**src/rtl/ks_control_mc.sv**
```systemverilog
// Multi-cycle control FSM: fetch/decode/execute sequencing with optional
// performance counters enabled by defining KS_CTRL_PERF_CNT_EN.
module ks_control_mc #(
  parameter int OP_W  = 2,
  parameter int CNT_W = 16
) (
  input  logic             clk,
  input  logic             rst_n,
  input  logic [2:0]       instr_class,
  input  logic [OP_W-1:0]  instr_alu_op,
  input  logic [3:0]       instr_cond,
  input  logic             zero,
  input  logic             neg,
  input  logic             unsigned_overflow,
  input  logic             signed_overflow,
  input  logic             mem_ready,
  output logic             branch,
  output logic             pc_enable,
  output logic             ir_enable,
  output logic             addr_sel,
  output logic             c_sel,
  output logic             write_reg_enable,
  output logic [OP_W-1:0]  operation,
  output logic             halt,
  output logic             write_enable,
  output logic             illegal,
  output logic [CNT_W-1:0] instr_count,
  output logic [CNT_W-1:0] cycle_count
);

  localparam logic [2:0] FETCH   = 3'd0;
  localparam logic [2:0] DECODE  = 3'd1;
  localparam logic [2:0] EXEC    = 3'd2;
  localparam logic [2:0] MEM_RD  = 3'd3;
  localparam logic [2:0] MEM_WR  = 3'd4;
  localparam logic [2:0] BRANCH  = 3'd5;
  localparam logic [2:0] HALTED  = 3'd6;

  logic [2:0] state_q, state_d;
  logic       illegal_q, illegal_d;

  logic            branch_c, pc_enable_c, ir_enable_c, addr_sel_c, c_sel_c;
  logic            write_reg_enable_c, halt_c, write_enable_c;
  logic [OP_W-1:0] operation_c;

  function automatic logic cond_taken(input logic [3:0] c, input logic z,
                                      input logic n, input logic u,
                                      input logic s);
    case (c)
      4'd0:    return 1'b1;
      4'd1:    return z;
      4'd2:    return !z;
      4'd3:    return n;
      4'd4:    return !n;
      4'd5:    return u;
      4'd6:    return !u;
      4'd7:    return s;
      4'd8:    return !s;
      default: return 1'b0;
    endcase
  endfunction

  always_comb begin
    state_d   = state_q;
    illegal_d = illegal_q;
    case (state_q)
      FETCH:  if (mem_ready) state_d = DECODE;
      DECODE: begin
        case (instr_class)
          3'd0: state_d = FETCH;
          3'd1: state_d = EXEC;
          3'd2: state_d = MEM_RD;
          3'd3: state_d = MEM_WR;
          3'd4: state_d = BRANCH;
          3'd5: state_d = HALTED;
          default: begin
            state_d   = HALTED;
            illegal_d = 1'b1;
          end
        endcase
      end
      EXEC:   state_d = FETCH;
      MEM_RD: if (mem_ready) state_d = FETCH;
      MEM_WR: if (mem_ready) state_d = FETCH;
      BRANCH: state_d = FETCH;
      HALTED: state_d = HALTED;
      default: state_d = FETCH;
    endcase
  end

  always_comb begin
    branch_c           = 1'b0;
    pc_enable_c        = 1'b0;
    ir_enable_c        = 1'b0;
    addr_sel_c         = 1'b0;
    c_sel_c            = 1'b0;
    write_reg_enable_c = 1'b0;
    halt_c             = 1'b0;
    write_enable_c     = 1'b0;
    operation_c        = '0;
    case (state_q)
      FETCH: begin
        ir_enable_c = mem_ready;
        pc_enable_c = mem_ready;
      end
      EXEC: begin
        operation_c        = instr_alu_op;
        c_sel_c            = 1'b1;
        write_reg_enable_c = 1'b1;
      end
      MEM_RD: begin
        addr_sel_c         = 1'b1;
        write_reg_enable_c = mem_ready;
      end
      MEM_WR: begin
        addr_sel_c     = 1'b1;
        write_enable_c = 1'b1;
      end
      BRANCH: begin
        branch_c    = cond_taken(instr_cond, zero, neg, unsigned_overflow,
                                 signed_overflow);
        pc_enable_c = branch_c;
      end
      HALTED: halt_c = 1'b1;
      default: ;
    endcase
  end

  always_ff @(posedge clk or negedge rst_n) begin
    if (!rst_n) begin
      state_q   <= FETCH;
      illegal_q <= 1'b0;
    end else begin
      state_q   <= state_d;
      illegal_q <= illegal_d;
    end
  end

  // Gate with rst_n so outputs that follow live inputs (mem_ready in FETCH)
  // also drop to 0 while reset is held, not just after the state reset.
  assign branch           = rst_n & branch_c;
  assign pc_enable        = rst_n & pc_enable_c;
  assign ir_enable        = rst_n & ir_enable_c;
  assign addr_sel         = rst_n & addr_sel_c;
  assign c_sel            = rst_n & c_sel_c;
  assign write_reg_enable = rst_n & write_reg_enable_c;
  assign halt             = rst_n & halt_c;
  assign write_enable     = rst_n & write_enable_c;
  assign operation        = operation_c & {OP_W{rst_n}};
  assign illegal          = illegal_q;

`ifdef KS_CTRL_PERF_CNT_EN
  localparam logic [CNT_W-1:0] CNT_MAX = '1;
  localparam logic [CNT_W-1:0] CNT_ONE = {{(CNT_W-1){1'b0}}, 1'b1};

  logic [CNT_W-1:0] instr_cnt_q, instr_cnt_d;
  logic [CNT_W-1:0] cycle_cnt_q, cycle_cnt_d;

  always_comb begin
    cycle_cnt_d = cycle_cnt_q;
    instr_cnt_d = instr_cnt_q;
    if (state_q != HALTED && cycle_cnt_q != CNT_MAX)
      cycle_cnt_d = cycle_cnt_q + CNT_ONE;
    if (state_q == DECODE && instr_cnt_q != CNT_MAX)
      instr_cnt_d = instr_cnt_q + CNT_ONE;
  end

  always_ff @(posedge clk or negedge rst_n) begin
    if (!rst_n) begin
      instr_cnt_q <= '0;
      cycle_cnt_q <= '0;
    end else begin
      instr_cnt_q <= instr_cnt_d;
      cycle_cnt_q <= cycle_cnt_d;
    end
  end

  assign instr_count = instr_cnt_q;
  assign cycle_count = cycle_cnt_q;
`else
  assign instr_count = '0;
  assign cycle_count = '0;
`endif

endmodule

```
**config.mk**
```make
export PLATFORM = sky130hd
export DESIGN_NAME = ks_control_mc
export DESIGN_NICKNAME = d
export VERILOG_FILES = /design/src/rtl/ks_control_mc.sv
export SDC_FILE = /design/constraint.sdc
export NUM_CORES = 1
export LEC_CHECK = 0
export CORE_ASPECT_RATIO = 1.25
export CORE_MARGIN = 4
export CORE_UTILIZATION = 34
export CTS_CLUSTER_DIAMETER = 80
export DETAILED_ROUTE_END_ITERATION = 8
export PLACE_DENSITY = 0.85
export SYNTH_ARGS = -nofsm -noshare
export SYNTH_HDL_FRONTEND = slang
export SYNTH_SLANG_ARGS = --single-unit
```
**constraint.sdc**
```tcl
create_clock -name clk -period 2.2 [get_ports clk]
set_input_delay 0.66 -clock clk [delete_from_list [all_inputs] [get_ports clk]]
set_output_delay 0.66 -clock clk [all_outputs]
set_load 0.01 [all_outputs]
```
==> qor.log, run 1 <==
[setup_path] Reg-to-Reg Start state_q[1]
[global_routing] wire length of the first global-routing pass 2.34 mm
[cells_and_area] total inserted antenna cells 0
[detailed_routing] via density per instance 4.43
[floorplan] boundary pin count 59
[setup_path] Crit-path slowest cell dlygate4sd2_1
[run] reported max-cap violation count 0
[setup_path] CP arrival 1460 ps
[synthesis] Unique masters post-synth 32
[global_routing] met1 Track Usage GR 11.0%
[floorplan] effective utilization at floorplan 37.1%
[cts] number of post-CTS setup repair buffers 0
[detailed_routing] wire length after detailed routing 1.68 mm
[setup_path] required time of the worst setup path 1540 ps
[setup_path] Buf+Inv Stages, Crit Path 2
[global_routing] pin count of the biggest net entering global routing 10
[min_path] worst hold path type input pin to asynchronous set/reset pin
[placement] global placer's final weighted congestion 0.849
[global_routing] GR peak layer met2
[global_routing] GRT met2 Usage 21.1%
[synthesis] YS warnings 0
[setup_path] largest fanout on the critical path 2
[synthesis] number of enable-type register cells in the synthesized netlist 0
[detailed_routing] detailed-router iteration count before antenna repair 4
[floorplan] Cell Rows 17
[cells_and_area] Synth-to-Final Area Change 27.7%
[power] power density over the cells 709 nW/um2
[cts] H-tree depth 1
[cts] maximum number of buffers from clock root to sink 2
[floorplan] Die Span Y 58.2 um
[synthesis] cell area after synthesis 686 um2
[detailed_routing] WL per Instance 11.8 um
[cells_and_area] Layout Cell Area excl Fill 876 um2
[detailed_routing] DRC errors left 0
[timing] Hold Fails Final Rpt 0
[placement] area after detailed placement 873 um2
[power] VDD IR max 0.000305 V
[detailed_routing] total via count after detailed routing 629
[floorplan] horizontal die dimension 48.2 um
[global_routing] vias in the first global route 584
[global_routing] M3 GR Usage 0.311%
[cts] total CTS buffers 3
[cts] worst skew pair latency 230 ps
[setup_path] capturing point of the worst reg2reg path state_q[1]
[synthesis] ys flop type dfrtp_1
[cells_and_area] proportion of layout cells with a drive suffix above 1 30.1%
[synthesis] Syn Area/Cell 7.62 um2
[detailed_routing] residual antenna-violating net count after detailed routing 0
[synthesis] fraction of the yosys area taken by sequential cells 14.6%
[setup_path] path depth of the worst reg2reg path 5
[setup_path] flop-to-flop setup slack 1130 ps
[synthesis] flop and latch count out of synthesis 4
[setup_path] kind of cell adding the most delay to the critical path compound AO/OA/AOI/OAI gates
[floorplan] placeable core region 1850 um2
[cts] clock tree from TritonCTS yes
[setup_path] CP peak stage delay 240 ps
[setup_path] CP Capture Type primary output
[global_routing] total overflow reported by the global router 0
[setup_path] classification of the worst setup path input pin to primary output
[placement] post-DP HPWL 1.40 mm
[power] static leakage 0.470 nW
[synthesis] Async SR Flop Fraction 100%
[timing] worst hold-check slack 336 ps
[global_routing] total global routing track utilization 10.9%
[cts] clock tree root buffer cell clkbuf_4
[status] outcome complete, no violations
[cts] Clk pin slew, worst setup/hold paths 40 ps
[timing] final worst path period share 96.3%
[timing] largest clock skew in the final design 0.470 ps
[placement] cell count after placement 139
[synthesis] instance count of the mapped netlist 90
[timing] post-layout minimum cycle time 2120 ps
[timing] max-slew violation total from the final report 0
[timing] maximum frequency from static timing analysis 0.472 GHz
[cells_and_area] count of nets after finishing 141
[setup_path] list of cells traversed by the critical path dlygate4sd2_1 -> o21ai_2 -> a221oi_2 -> o21bai_1 -> buf_2
[cells_and_area] count of non-filler cells in the finished layout 142
[placement] number of port buffers 26
[detailed_routing] detailed router's first-iteration violation count 7
[global_routing] number of antenna violations at the first check in global routing 0
[setup_path] startpoint class of the critical path input pin
[cts] # clock sinks 4
[floorplan] Total Die Area 2800 um2
[timing] number of endpoints failing setup at the final stage 0
-- layout by cell type, fill, tap and decap left out, drive strengths merged, types with 4 or more instances in the layout --
cell type      count
clkdlybuf4s50      6
dlygate4sd2        7
buf               17
o21ai              5
conb              32
nor2               8
clkbuf             5
dfrtp              4
nand2              5
-- state kept, by name, summed over array words and instances (netlist names) --
name,flops
illegal,1
state_q,3
-- cell type report --
class | count | area, um2
fill | 185 | 975
multi-input combinational | 79 | 447
timing repair buffer | 34 | 270
sequential | 4 | 101
tap | 19 | 23.8
clock buffer | 3 | 22.5
inverter | 3 | 11.3
-- routing by layer --
layer / vias to the layer above / part of all wire (%)
met4: 0 / 0.60
met2: 37 / 58
met1: 288 / 29
met5: - / 0
li1: 302 / -
met3: 2 / 12
-- what timing repair did --
| item | 4_1_cts | 5_1_grt |
|---|---|---|
| endpoints found under the hold margin | 0 | 0 |
| endpoints found under the setup margin | 10 | 4 |
| hold buffers | 0 | 0 |
| gates resized for setup | 56 | 14 |
| pin swaps | 7 | 6 |
-- cells by family (layout without fill, tap and decap cells) --
family	count (synthesis)	in the layout	share of synthesized area, %
other cells	1	32	0.547
compound gates	15	15	16.1
flops	4	4	14.6
mux	1	1	1.46
buf+inv	38	40	41.4
simple gates	30	30	24.6
xor+xnor	1	1	1.28
-- worst max path at each step --
stage | from | cells after the start | slack (ps) | to
2_1_floorplan | instr_cond[1] | 4 | 280 | pc_enable
3_3_place_gp | instr_cond[0] | 6 | -800 | pc_enable
3_5_place_dp | instr_cond[0] | 6 | -850 | pc_enable
4_1_cts | neg | 5 | 8 | pc_enable
5_1_grt | unsigned_overflow | 5 | -7 | pc_enable
6_report | unsigned_overflow | 5 | 80 | pc_enable
-- Yosys cell counts (all sizes together), types with 2 or more instances --
cell type   n  area (um2)
buf        34         259
nor2        8        30.0
nand2       5        18.8
o21ai       5        25.0
dfrtp       4         100
and2        3        18.8
inv         3        11.3
a21oi       2        10.0
and3        2        13.8
nand2b      2        20.0
nand3b      2        15.0
nor2b       2        12.5
nor3        2        10.0
o31ai       2        15.0
-- where the power goes --
| group | leakage [nW] | switching (mW) | internal, mW |
|---|---|---|---|
| logic | 0.410 | 0.192 | 0.199 |
| registers | 0.0469 | 0.0357 | 0.106 |
| clock network | 0.0138 | 0.0273 | 0.0609 |
-- worst register-to-register path: stages, from the launching register on --
cell and delay [ps]:
dfrtp_1 350, buf_4 160, or2b_1 230, o31ai_1 70, nand3b_1 100, o21ai_1 70
-- stage by stage --
stage	utilization [%]	power, mW	setup TNS [ps]	worst slack [ps]
after detailed placement	47.2	0.533	-6280	-851
after global routing	47.3	0.675	-6.91	-6.91
after floorplan	-	0.415	0	282
after global placement	47.2	0.519	-6030	-800
final	47.3	0.621	0	82.4
after CTS	47.9	0.615	0	8.22
Power figures use the tool's default switching activity.
==> inputs of run 2 (changes only) <==
--- a/config.mk
+++ b/config.mk
@@ -10,6 +10,7 @@
 export CORE_UTILIZATION = 34
 export CTS_CLUSTER_DIAMETER = 80
 export DETAILED_ROUTE_END_ITERATION = 8
+export HOLD_SLACK_MARGIN = 0.15
 export PLACE_DENSITY = 0.85
 export SYNTH_ARGS = -nofsm -noshare
 export SYNTH_HDL_FRONTEND = slang
==> results of run 2 <==
Same layout as run 1: the final DEF is identical, and so are final timing and power.
==> inputs of run 3 (changes only) <==
--- a/config.mk
+++ b/config.mk
@@ -7,11 +7,11 @@
 export LEC_CHECK = 0
 export CORE_ASPECT_RATIO = 1.25
 export CORE_MARGIN = 4
-export CORE_UTILIZATION = 34
+export CORE_UTILIZATION = 28
 export CTS_CLUSTER_DIAMETER = 80
 export DETAILED_ROUTE_END_ITERATION = 8
 export HOLD_SLACK_MARGIN = 0.15
-export PLACE_DENSITY = 0.85
+export PLACE_DENSITY = 0.75
 export SYNTH_ARGS = -nofsm -noshare
 export SYNTH_HDL_FRONTEND = slang
 export SYNTH_SLANG_ARGS = --single-unit
==> constraint.sdc (replaced) <==
create_clock -name clk -period 1.73 [get_ports clk]
set_input_delay 0.519 -clock clk [delete_from_list [all_inputs] [get_ports clk]]
set_output_delay 0.519 -clock clk [all_outputs]
set_load 0.01 [all_outputs]
==> qor.log, run 3 (synthesis results as in run 1) <==
[timing] final worst path period share 110%
[timing] setup repair after global routing missed its margin true
[setup_path] Crit-path slowest cell a221oi_2
[cells_and_area] Layout Cell Area excl Fill 978 um2 [+12%]
[setup_path] Buf+Inv Stages, Crit Path 2 [unchanged]
[status] outcome finished, violations left
[cells_and_area] most common cell after layout, fill and taps aside conb_1
[cts] worst skew pair latency 230 ps [about the same]
[cells_and_area] Synth-to-Final Area Change 42.7%
[cts] H-tree depth 1 [unchanged]
[setup_path] flop-to-flop setup slack 490 ps [-640 ps]
[cts] clock tree from TritonCTS yes
[placement] post-DP HPWL 1.35 mm [-3.3%]
[setup_path] CP peak stage delay 280 ps [+40 ps]
[cells_and_area] Register Area 101 um2 [unchanged]
[detailed_routing] total via count after detailed routing 655 [+4.1%]
[timing] maximum frequency from static timing analysis 0.524 GHz
[setup_path] Reg-to-Reg Start state_q[1]
[cts] clock tree root buffer cell clkbuf_4
[cts] maximum number of buffers from clock root to sink 2 [unchanged]
[global_routing] wire length of the first global-routing pass 2.46 mm [+5.3%]
[global_routing] vias in the first global route 610 [+4.5%]
[detailed_routing] wire length after detailed routing 1.70 mm [+1.4%]
[timing] Hold Fails Final Rpt 0 [unchanged]
[floorplan] horizontal die dimension 52.3 um [+8.5%]
[detailed_routing] DRC errors left 0 [unchanged]
[floorplan] Die Span Y 63.3 um [+8.8%]
[power] VDD IR max 0.000467 V [+53%]
[placement] number of port buffers 26 [unchanged]
[setup_path] required time of the worst setup path 1210 ps [-330 ps]
[min_path] worst hold path type input pin to asynchronous set/reset pin
[floorplan] boundary pin count 59 [unchanged]
[global_routing] pin count of the biggest net entering global routing 10 [unchanged]
[detailed_routing] residual antenna-violating net count after detailed routing 0 [unchanged]
[global_routing] total global routing track utilization 9.75% [-1.2 points]
[detailed_routing] detailed-router iteration count before antenna repair 4 [unchanged]
[power] static leakage 0.494 nW [+4.9%]
[cells_and_area] top library cells by usage in the layout, fill and taps aside 32 x conb_1, 11 x buf_4, 8 x buf_2
[cells_and_area] count of nets after finishing 147 [+4.3%]
[global_routing] total overflow reported by the global router 0 [unchanged]
[placement] global placer's final weighted congestion 0.782 [-7.9%]
[cells_and_area] number of fill cells 243 [+31%]
[run] reported max-cap violation count 0 [unchanged]
[setup_path] largest fanout on the critical path 2 [unchanged]
[detailed_routing] WL per Instance 10.6 um [-10%]
[setup_path] CP Capture Type primary output
[setup_path] list of cells traversed by the critical path clkdlybuf4s15_1 -> nand2_1 -> o21ai_2 -> a221oi_2 -> o21bai_1 -> buf_2
[power] power density over the cells 937 nW/um2 [+32%]
[status] violations in the final reports setup timing
[cells_and_area] area of combinational cells with multiple inputs 472 um2 [+5.6%]
[cts] # clock sinks 4 [unchanged]
[timing] number of endpoints failing setup at the final stage 5 [+5]
[cts] number of buffers inserted by hold repair at cts 0 [unchanged]
[timing] total negative setup slack -658 ps [-658 ps]
[floorplan] Cell Rows 19 [+2]
[timing] max-slew violation total from the final report 0 [unchanged]
[setup_path] path depth of the worst reg2reg path 5 [unchanged]
[timing] largest clock skew in the final design 2.37 ps [+1.90 ps]
[placement] area after detailed placement 911 um2 [+4.3%]
[cts] Clk pin slew, worst setup/hold paths 40 ps [about the same]
[floorplan] placeable core region 2260 um2 [+22%]
[cells_and_area] Biggest register state_q
[timing] post-layout minimum cycle time 1910 ps
[floorplan] effective utilization at floorplan 30.4% [-6.7 points]
[setup_path] startpoint class of the critical path input pin
[timing] worst setup slack after layout -179 ps [-261 ps]
[setup_path] CP arrival 1390 ps [-70 ps]
[floorplan] Total Die Area 3310 um2 [+18%]
[cells_and_area] total inserted antenna cells 0 [unchanged]
[setup_path] capturing point of the worst reg2reg path state_q[1]
[cells_and_area] number of flip-flops under the largest register name 3 [unchanged]
[cells_and_area] proportion of layout cells with a drive suffix above 1 38.8% [+8.7 points]
[setup_path] kind of cell adding the most delay to the critical path compound AO/OA/AOI/OAI gates
[setup_path] classification of the worst setup path input pin to primary output
[detailed_routing] via density per instance 4.09 [-7.6%]
[cts] total CTS buffers 3 [unchanged]
[global_routing] number of antenna violations at the first check in global routing 0 [unchanged]
[detailed_routing] detailed router's first-iteration violation count 5 [-2]
## run 3: cell types whose count changed in the layout (fill, tap and decap cells not counted), sizes merged
cell,previous run,this run
buf,17,26
clkbuf,5,4
clkdlybuf4s15,2,3
dlygate4sd2,7,4
## run 3: final cells by class
class                   instances  area share [%]
clock buffers                   3            2.30
multi-input cells              79            48.2
flip-flops and latches          4            10.4
well taps                      31            3.96
repair buffers                 40            34.0
inverters                       3            1.15
## run 3: metrics by stage
step                      worst slack [ps]  hold slack [ps]  util, %  total power [mW]  cells
final                                 -179              227     43.3             0.917    160
after CTS                             -225              209     42.7             0.871    159
after floorplan                       42.5              223        -             0.528    121
after detailed placement             -1040              477     40.3             0.689    154
after global placement                -988              466     40.3             0.673    154
after global routing                  -220              227     43.3             0.984    160
## run 3: what timing repair did
action	4_1_cts	5_1_grt
pin swaps	9	8
endpoints found under the hold margin	0	0
resized for setup	75	12
setup endpoints to repair	10	10
gates cloned	0	0
buffers inserted	2	1
## run 3: per-layer routing
layer	GRT usage, %	share of wire (%)
met4	5.75	1.3
met1	9.90	34
met2	17.3	53
met3	2.36	11
met5	0	0
## run 3: where the power goes
part           leakage, nW  switching (mW)  internal (mW)  total, mW
combinational        0.433           0.281          0.338      0.619
sequential          0.0469          0.0491          0.135      0.184
clock               0.0138          0.0365         0.0775      0.114
total                0.494           0.367          0.550      0.917
## run 3: worst max path at each step
stage             startpoint        end  slack (ps)  cells past startpoint
6_report                 neg  pc_enable        -180                      6
5_1_grt           state_q[1]   addr_sel        -220                      6
4_1_cts           state_q[1]  pc_enable        -230                      5
3_5_place_dp   instr_cond[0]  pc_enable       -1040                      6
3_3_place_gp   instr_cond[0]  pc_enable        -990                      6
2_1_floorplan     state_q[1]  pc_enable          40                      5
